**src/rtl/usb_tx_encoder.sv**
```systemverilog
// ----------------------------------------------------------------------------
// usb_tx_encoder
//   Drives the USB line during transmission. It NRZI-encodes the serial data
//   bits: a 0 toggles the line between J and K, and a 1 holds it. After six
//   consecutive 1s it inserts a stuffed toggle. When the data ends it closes
//   the packet with the end-of-packet sequence: SE0, SE0, then J.
//
// Ports
//   clk        in   system clock, rising-edge active
//   n_rst      in   synchronous reset, active-high (1 = reset)
//   tx_start   in   packet request, sampled only in IDLE
//   serial_in  in   current data bit from the transmit shift register
//   new_bit    in   one-cycle bit-period strobe from the USB timer
//   EOD        in   end-of-data strobe from the timer byte counter
//   bit_sent   out  combinational: data bit consumed this cycle
//   Tim_rst    out  one-cycle timer clear (START state)
//   Tim_en     out  timer width-counter enable (all states but IDLE/START)
//   d_plus     out  registered D+ line drive
//   d_minus    out  registered D- line drive
//   tx_busy    out  high whenever not IDLE
//   tx_done    out  one-cycle pulse on return to IDLE after EOP
// ----------------------------------------------------------------------------
module usb_tx_encoder (
    input  logic clk,
    input  logic n_rst,
    input  logic tx_start,
    input  logic serial_in,
    input  logic new_bit,
    input  logic EOD,
    output logic bit_sent,
    output logic Tim_rst,
    output logic Tim_en,
    output logic d_plus,
    output logic d_minus,
    output logic tx_busy,
    output logic tx_done
);

    typedef enum logic [2:0] {
        IDLE, START, DATA, STUFF, SE0_1, SE0_2, EOP_J
    } state_t;

    state_t      state_q, state_d;
    logic        dp_q, dp_d;
    logic        dm_q, dm_d;
    logic [2:0]  ones_q, ones_d;
    logic        eod_q, eod_d;
    logic        done_q, done_d;

    always_ff @(posedge clk) begin
        if (n_rst) begin
            state_q <= IDLE;
            dp_q    <= 1'b1;
            dm_q    <= 1'b0;
            ones_q  <= 3'd0;
            eod_q   <= 1'b0;
            done_q  <= 1'b0;
        end else begin
            state_q <= state_d;
            dp_q    <= dp_d;
            dm_q    <= dm_d;
            ones_q  <= ones_d;
            eod_q   <= eod_d;
            done_q  <= done_d;
        end
    end

    always_comb begin
        state_d  = state_q;
        dp_d     = dp_q;
        dm_d     = dm_q;
        ones_d   = ones_q;
        eod_d    = eod_q;
        done_d   = 1'b0;
        bit_sent = 1'b0;

        // EOD is remembered until the next packet start, so an EOD strobe
        // landing mid-bit or during a stuffed bit is not lost.
        if (EOD && (state_q != IDLE) && (state_q != START))
            eod_d = 1'b1;

        case (state_q)
            IDLE: begin
                dp_d = 1'b1;
                dm_d = 1'b0;
                if (tx_start)
                    state_d = START;
            end
            START: begin
                dp_d    = 1'b1;
                dm_d    = 1'b0;
                ones_d  = 3'd0;
                eod_d   = 1'b0;
                state_d = DATA;
            end
            DATA: begin
                if (new_bit) begin
                    if (eod_q) begin
                        // The pending EOD takes this bit slot for the first SE0.
                        dp_d    = 1'b0;
                        dm_d    = 1'b0;
                        state_d = SE0_1;
                    end else begin
                        bit_sent = 1'b1;
                        if (!serial_in) begin
                            dp_d   = ~dp_q;
                            dm_d   = ~dm_q;
                            ones_d = 3'd0;
                        end else begin
                            ones_d = ones_q + 3'd1;
                            // This 1 is the sixth in a row, so the next slot is a stuffed bit.
                            if (ones_q == 3'd5)
                                state_d = STUFF;
                        end
                    end
                end
            end
            STUFF: begin
                if (new_bit) begin
                    dp_d    = ~dp_q;
                    dm_d    = ~dm_q;
                    ones_d  = 3'd0;
                    state_d = DATA;
                end
            end
            SE0_1: begin
                if (new_bit)
                    state_d = SE0_2;
            end
            SE0_2: begin
                if (new_bit) begin
                    dp_d    = 1'b1;
                    dm_d    = 1'b0;
                    state_d = EOP_J;
                end
            end
            EOP_J: begin
                if (new_bit) begin
                    state_d = IDLE;
                    done_d  = 1'b1;
                end
            end
            default: state_d = IDLE;
        endcase
    end

    assign Tim_rst = (state_q == START);
    assign Tim_en  = (state_q != IDLE) && (state_q != START);
    assign tx_busy = (state_q != IDLE);
    assign tx_done = done_q;
    assign d_plus  = dp_q;
    assign d_minus = dm_q;

endmodule

```
**config.mk**
```make
export PLATFORM = sky130hd
export DESIGN_NAME = usb_tx_encoder
export DESIGN_NICKNAME = d
export VERILOG_FILES = /design/src/rtl/usb_tx_encoder.sv
export SDC_FILE = /design/constraint.sdc
export NUM_CORES = 1
export LEC_CHECK = 0
export ABC_AREA = 1
export BUFFER_PORTS_ARGS = -buffer_cell sky130_fd_sc_hd__buf_2
export CORE_AREA = 5 5 42 44
export CTS_CLUSTER_SIZE = 10
export DETAILED_ROUTE_END_ITERATION = 10
export DIE_AREA = 0 0 47 49
export GPL_TIMING_DRIVEN = 0
export MAX_ROUTING_LAYER = met4
export PLACE_DENSITY = 0.72
export SLEW_MARGIN = 20
export SYNTH_ARGS = -nofsm -noshare
export SYNTH_HDL_FRONTEND = slang
export SYNTH_SLANG_ARGS = --single-unit
```
**constraint.sdc**
```tcl
create_clock -name clk -period 3.4 [get_ports clk]
set_clock_uncertainty 0.05 [all_clocks]
set_input_delay 0.34 -clock clk [delete_from_list [all_inputs] [get_ports clk]]
set_output_delay 0.34 -clock clk [all_outputs]
set_load 0.05 [all_outputs]
```
==> metrics, run 1 <==
status complete, no violations; total CTS buffers 3; R2R cell count 10; clock latency on the worst-skew pair between 0.2 and 0.3 ns; clk slew on worst S/H paths about 0.06 ns; post-synth top area share 30.6%; Post-Route WL between 1 and 1.5 mm; first-pass GRT wire length roughly 2.4 mm; WP data arrival 1.39 ns; Post-CTS Hold Buffers 0; Setup violations, final 0; DRC viols 0; Synth Register Bits 10; RSZ-0062 raised after global routing false; grt met3 use 3.32%; Pre-Repair DR Iteration Count 4; Worst EP required 3.01 ns; Die ar. approximately 2300 µm²; final instance count without filler cells between 100 and 150; fillers approximately 150; vias after detailed routing between 600 and 700; M2 GR Usage slightly above 20%; CTS resizes 0; min Tclk post-route 1.78 ns; I/O pins 13; dpl hpwl between 1 and 1.5 mm; Lkg Pwr roughly 0.38 nW; WP depth 6; CP Launch Type register; initial antenna violation count 0; # clock sinks 10; PD cells between 900 and 1000 nW/µm²; CP Max Fanout 6; worst slew pin tran around 0.25 ns; crit-path leading delay family buffers and inverters; GR peak layer met2; DR WL/cell 10.6 µm; largest net degree at the start of global routing 10; WHS about 0.26 ns; # rows 14; number of diodes 0; final-report max-slew violation count 0; Max Root-Sink Buffers 2; Initial DRC Count 14; Area growth, synth to finish 15.7%; Starting Density ~47%; CP max-delay cell dfxtp_1; Hold Crit Class in -> reg; CP Capture Type primary output; Overall Power 0.000708 W; TritonCTS clock tree done; die height 49 µm; Slew HR between 80% and 90%; synth warn 0; synthesized area 654 µm²; final hold vios 0; Synth Instances 100; top cells by area, synth dfxtp_1, nand2_1, nor2_1; Post-CTS Setup Inserts 0; grt ovf 0; maximum vdd drop approximately 0.00042 V; Sum Neg Setup Slack 0 ns; Max-cap violations 0; H-tree depth 1; fmax ~0.56 GHz; DP Cell Count between 100 and 150; CTS root buffer clkbuf_4; # nets final between 100 and 150; syn_nets around 110; Seq/Total Area, Yosys 30.6%; WHS Path Cells 2; Final period util a little over half; gr usage total about 14%; post-synthesis cell type count 21; IO buf count 12; Worst Setup SP state_q[2]; critical path, cell by cell inv_2 > nand2_4 > nor2_8 > nand2_2 > nor2_1 > buf_2; worst r2r src state_q[1]; post-synthesis average cell area ~6.5 µm²; hold wc startpoint n_rst; area of the core about 1400 µm²; Final ANT Viol Nets 0; Layout Utilization approximately 54%; die width 47 µm; critical path class reg -> out; worst path bufs/invs 2; GP Congestion 0.794; grt met1 use between 10% and 20%; share of layout cells above drive strength 1 25.2%; Synth area leader dfxtp_1; Via density between 5 and 6; vias in the first global route about 610; CP peak stage delay 0.35 ns
[layer usage]
| metal | vias to the layer above | wire length, µm |
|---|---|---|
| met4 | 0 | 37 |
| met5 | - | 0 |
| li1 | 349 | - |
| met2 | 20 | 607 |
| met3 | 5 | 103 |
| met1 | 289 | 634 |
[cell usage in the layout (no fill, tap or decap)]
cell and n:
a21oi_1 5, buf_2 12, buf_6 2, clkbuf_4 3, dfxtp_1 10, ha_1 2, inv_1 12, inv_2 3
nand2_1 21, nand2_2 5, nand2_4 1, nand3_1 10, nand3_2 1, nor2_1 15, nor2_2 1, nor2_8 1
nor3_1 2, nor3b_1 1, nor4_1 1, o21ai_0 3, o21ai_1 2, o22ai_1 1, or2_0 1
[synth_stat cells, drive strengths merged]
library cell  number
buf                2
nor2              17
nor4               1
nor3b              1
nand3             11
a21oi              5
o21ai              5
ha                 2
or2                1
o22ai              1
dfxtp             10
inv               15
nor3               2
nand2             27
[worst reg2reg max path, delay by kind of cell, from the launching register on]
family	cells	cell delay, ns
buffers and inverters	3	0.23
DFF	1	0.32
and+or+nand+nor	7	0.58
[power by group]
part           switching (W)  total [W]  leakage, nW  internal [W]
registers          0.0000206   0.000170       0.0821      0.000149
logic               0.000321   0.000456        0.286      0.000136
clock network      0.0000407  0.0000817       0.0138     0.0000410
[registers in the layout (all words and copies together) (netlist names)]
register  flops
eod_q         1
d_minus       1
ones_q        3
state_q       3
d_plus        1
tx_done       1
[cell families after synthesis]
group	count (synthesis)	share of synthesized area, %
and+or+nand+nor	60	44.9
adders and majority gates	2	3.82
buffers and inverters	17	12.0
AOI/OAI and AO/OA	11	8.60
DFF	10	30.6
[final cells by class]
cell class                      instances  area, µm²  share of cell area, %
Tap cell                               16       20.0                   2.64
Timing Repair Buffer                   12       60.1                   7.93
Inverter                               15       56.3                   7.44
Clock buffer                            3       22.5                   2.98
Sequential cell                        10        200                   26.4
Multi-Input combinational cell         73        375                   49.6
Buffer                                  2       22.5                   2.98
[worst paths after layout]
| check | end | slack (ns) |
|---|---|---|
| setup reg to reg | state_q[1] | 2.13 |
| hold reg to reg | d_plus | 0.43 |
| setup / recovery | bit_sent | 1.62 |
| hold / removal | ones_q[1] | 0.26 |
[metrics by stage]
step	area, µm²	setup slack, ns
3_5_place_dp	734	1.91
5_1_grt	757	1.47
6_report	757	1.62
3_3_place_gp	734	1.92
2_1_floorplan	654	1.64
4_1_cts	757	1.61
Power figures use the tool's default switching activity.
==> run 2, diff against run 1 <==
ABC_AREA = 0   (was 1)
CORE_AREA = 5 5 43 45   (was 5 5 42 44)
DIE_AREA = 0 0 48 50   (was 0 0 47 49)
PLACE_DENSITY = 0.67   (was 0.72)
clock period = 1.55 ns   (was 3.4 ns; I/O delays follow)
==> run 2 against run 1 <==
Against the previous run:
- via count decreased by 16%
- the run now ends with negative setup slack left
- cell count decreased by 17%
- register-to-register slack lost 2.1 ns
- critical path depth shrank 3
- clock-buffer cell count unchanged
- synthesized area fell by 10%
- wire length is 1.6% higher
- core utilization rose by 0.95 points
- sequential power rose by 110%
- clock power is 120% higher
- sequential share of layout area increased by 0.50 points
- critical path type is now reg -> reg
- largest cell class unchanged
==> metrics, run 2 <==
Synth Register Bits 10; Worst EP required ~1.7 ns; DR WL/cell 12.9 µm; initial antenna violation count 0; gr usage total 13.3%; # rows 14; total CTS buffers 3; Post-synth EDFFs 0; vias after detailed routing 557; area of the core 1440 µm²; I/O pins 13; GP Congestion roughly 0.85; Synth async-reset ratio 0%; DRC viols 0; final-report max-slew violation count 0; die width approximately 48 µm; CP Capture Type register; dpl ws -0.0889 ns; syn_nets slightly above 80; Synth Instances 75; Seq/Total Area, Yosys about 34%; fillers ~140; vias in the first global route 538; ys flop type dfxtp_1; Max-cap violations 0; dpl hpwl around 950 µm; Lkg Pwr 0.343 nW; most frequent cells in the layout buf_2, nor2b_1, dfxtp_1, buf_4; cell area after layout just under 800 µm²; most common cell in the netlist dfxtp_1; post-synthesis cell type count 26; Max Root-Sink Buffers 2; Setup violations, final 1; top post-synthesis cells by count dfxtp_1, nor2b_1; first-pass GRT wire length ~2.2 mm; share of layout cells above drive strength 1 approximately 32%; leading cell type in the layout, fill and taps excluded buf_2; die height approximately 50 µm; Hold Crit Class in -> reg; # nets final 103; biggest regs ones_q (3), state_q (3); Via density 5.11; PD cells between 1500 and 2000 nW/µm²; Overall Power approximately 0.0013 W; Setup WS post-layout -0.00459 ns; failing checks negative setup slack; final hold vios 0; WP data arrival 1.70 ns; critical path class reg -> reg; grt ovf 0; synth warn 0; maximum vdd drop 0.000838 V; Sum Neg Setup Slack -0.00459 ns; CTS root buffer clkbuf_4; dpl cell area 684 µm²; IO buf count 12; clk slew on worst S/H paths roughly 0.07 ns; # clock sinks 10; Die ar. 2400 µm²; H-tree depth 1; Slew HR between 70% and 80%; Synth area leader dfxtp_1; min Tclk post-route 1.55 ns; largest net degree at the start of global routing 11; synthesized area 588 µm²; Pre-Repair DR Iteration Count 4; fmax around 0.64 GHz; Initial DRC Count 11; CP Max Fanout 4; CP Launch Type register; Starting Density between 40 and 50%; post-synthesis average cell area 7.84 µm²; Final period util 100%; Layout Utilization around 55%; TritonCTS clock tree done; Area growth, synth to finish 34.3%; RSZ-0062 raised after global routing true; number of diodes 0; status finished, violations left; worst slew pin tran approximately 0.45 ns; top cells by area, synth dfxtp_1, nor2b_1, a21oi_1; clock latency on the worst-skew pair between 0.2 and 0.3 ns; Post-Route WL between 1 and 1.5 mm; post-synth top area share about a third; Final ANT Viol Nets 0
-- run 2: changes by cell type in the layout (fill, tap and decap cells not counted), moves of 6 or more --
| cell | delta |
|---|---|
| nand2_1 | -16 |
| nor2_1 | -10 |
| nand3_1 | -8 |
| inv_1 | -7 |
| buf_4 | +6 |
| nor2b_1 | +6 |
-- run 2: logic make-up (layout without fill, tap and decap cells) --
logic type	Yosys count	in the layout	share of synthesized area [%]
and+or+nand+nor	35	35	34.0
AOI/OAI and AO/OA	17	17	18.5
DFF	10	10	34.0
buffers and inverters	9	27	5.74
adders and majority gates	2	2	4.25
muxes	2	2	3.40
-- run 2: final cells by class --
class                   count  area [µm²]  share of cell area (%)
clock buffers               3        22.5                    2.85
plain buffers               4        37.5                    4.75
multi-input cells          56         382                    48.3
inverters                   5        18.8                    2.38
repair buffers             15        96.3                    12.2
flip-flops and latches     10         213                    26.9
well taps                  16        20.0                    2.54
-- run 2: worst paths after layout --
check,start,to,slack [ns],cells after the start
worst max register to register,state_q[2],ones_q[2],-0.005,3
worst min register to register,ones_q[1],ones_q[1],0.43,2
worst min-delay path,EOD,eod_q,0.07,3
worst max-delay path,state_q[2],ones_q[2],-0.005,3
-- run 2: worst max-delay path, cell delays in order, from the launching register on --
cell,delay [ns]
dfxtp_4,0.35
or4bb_4,0.55
or4_1,0.40
a21oi_1,0.13
-- run 2: through the flow --
stage,instances,hold slack [ns]
after floorplan,75,0.244
after global placement,103,0.338
after detailed placement,103,0.344
after CTS,108,0.0733
after global routing,109,0.0905
final,109,0.0655
-- run 2: routing by layer --
metal,track usage (%),part of all wire [%],up-vias
li1,-,-,302
met1,16.8,45,242
met2,18.9,49,9
met3,2.18,3.6,4
met4,8.07,2.6,0
met5,-,0,-
-- run 2: power by group --
part | internal, W | switching, W
combinational | 0.000332 | 0.000449
sequential | 0.000309 | 0.0000522
clock | 0.0000899 | 0.0000920
-- run 2: timing repair --
action / in CTS / in global routing
pin swaps: 3 / 0
hold buffers: 0 / 0
setup buffers: 2 / 1
resized for setup: 14 / 12
endpoints found under the hold margin: 0 / 0
endpoints found under the setup margin: 9 / 7
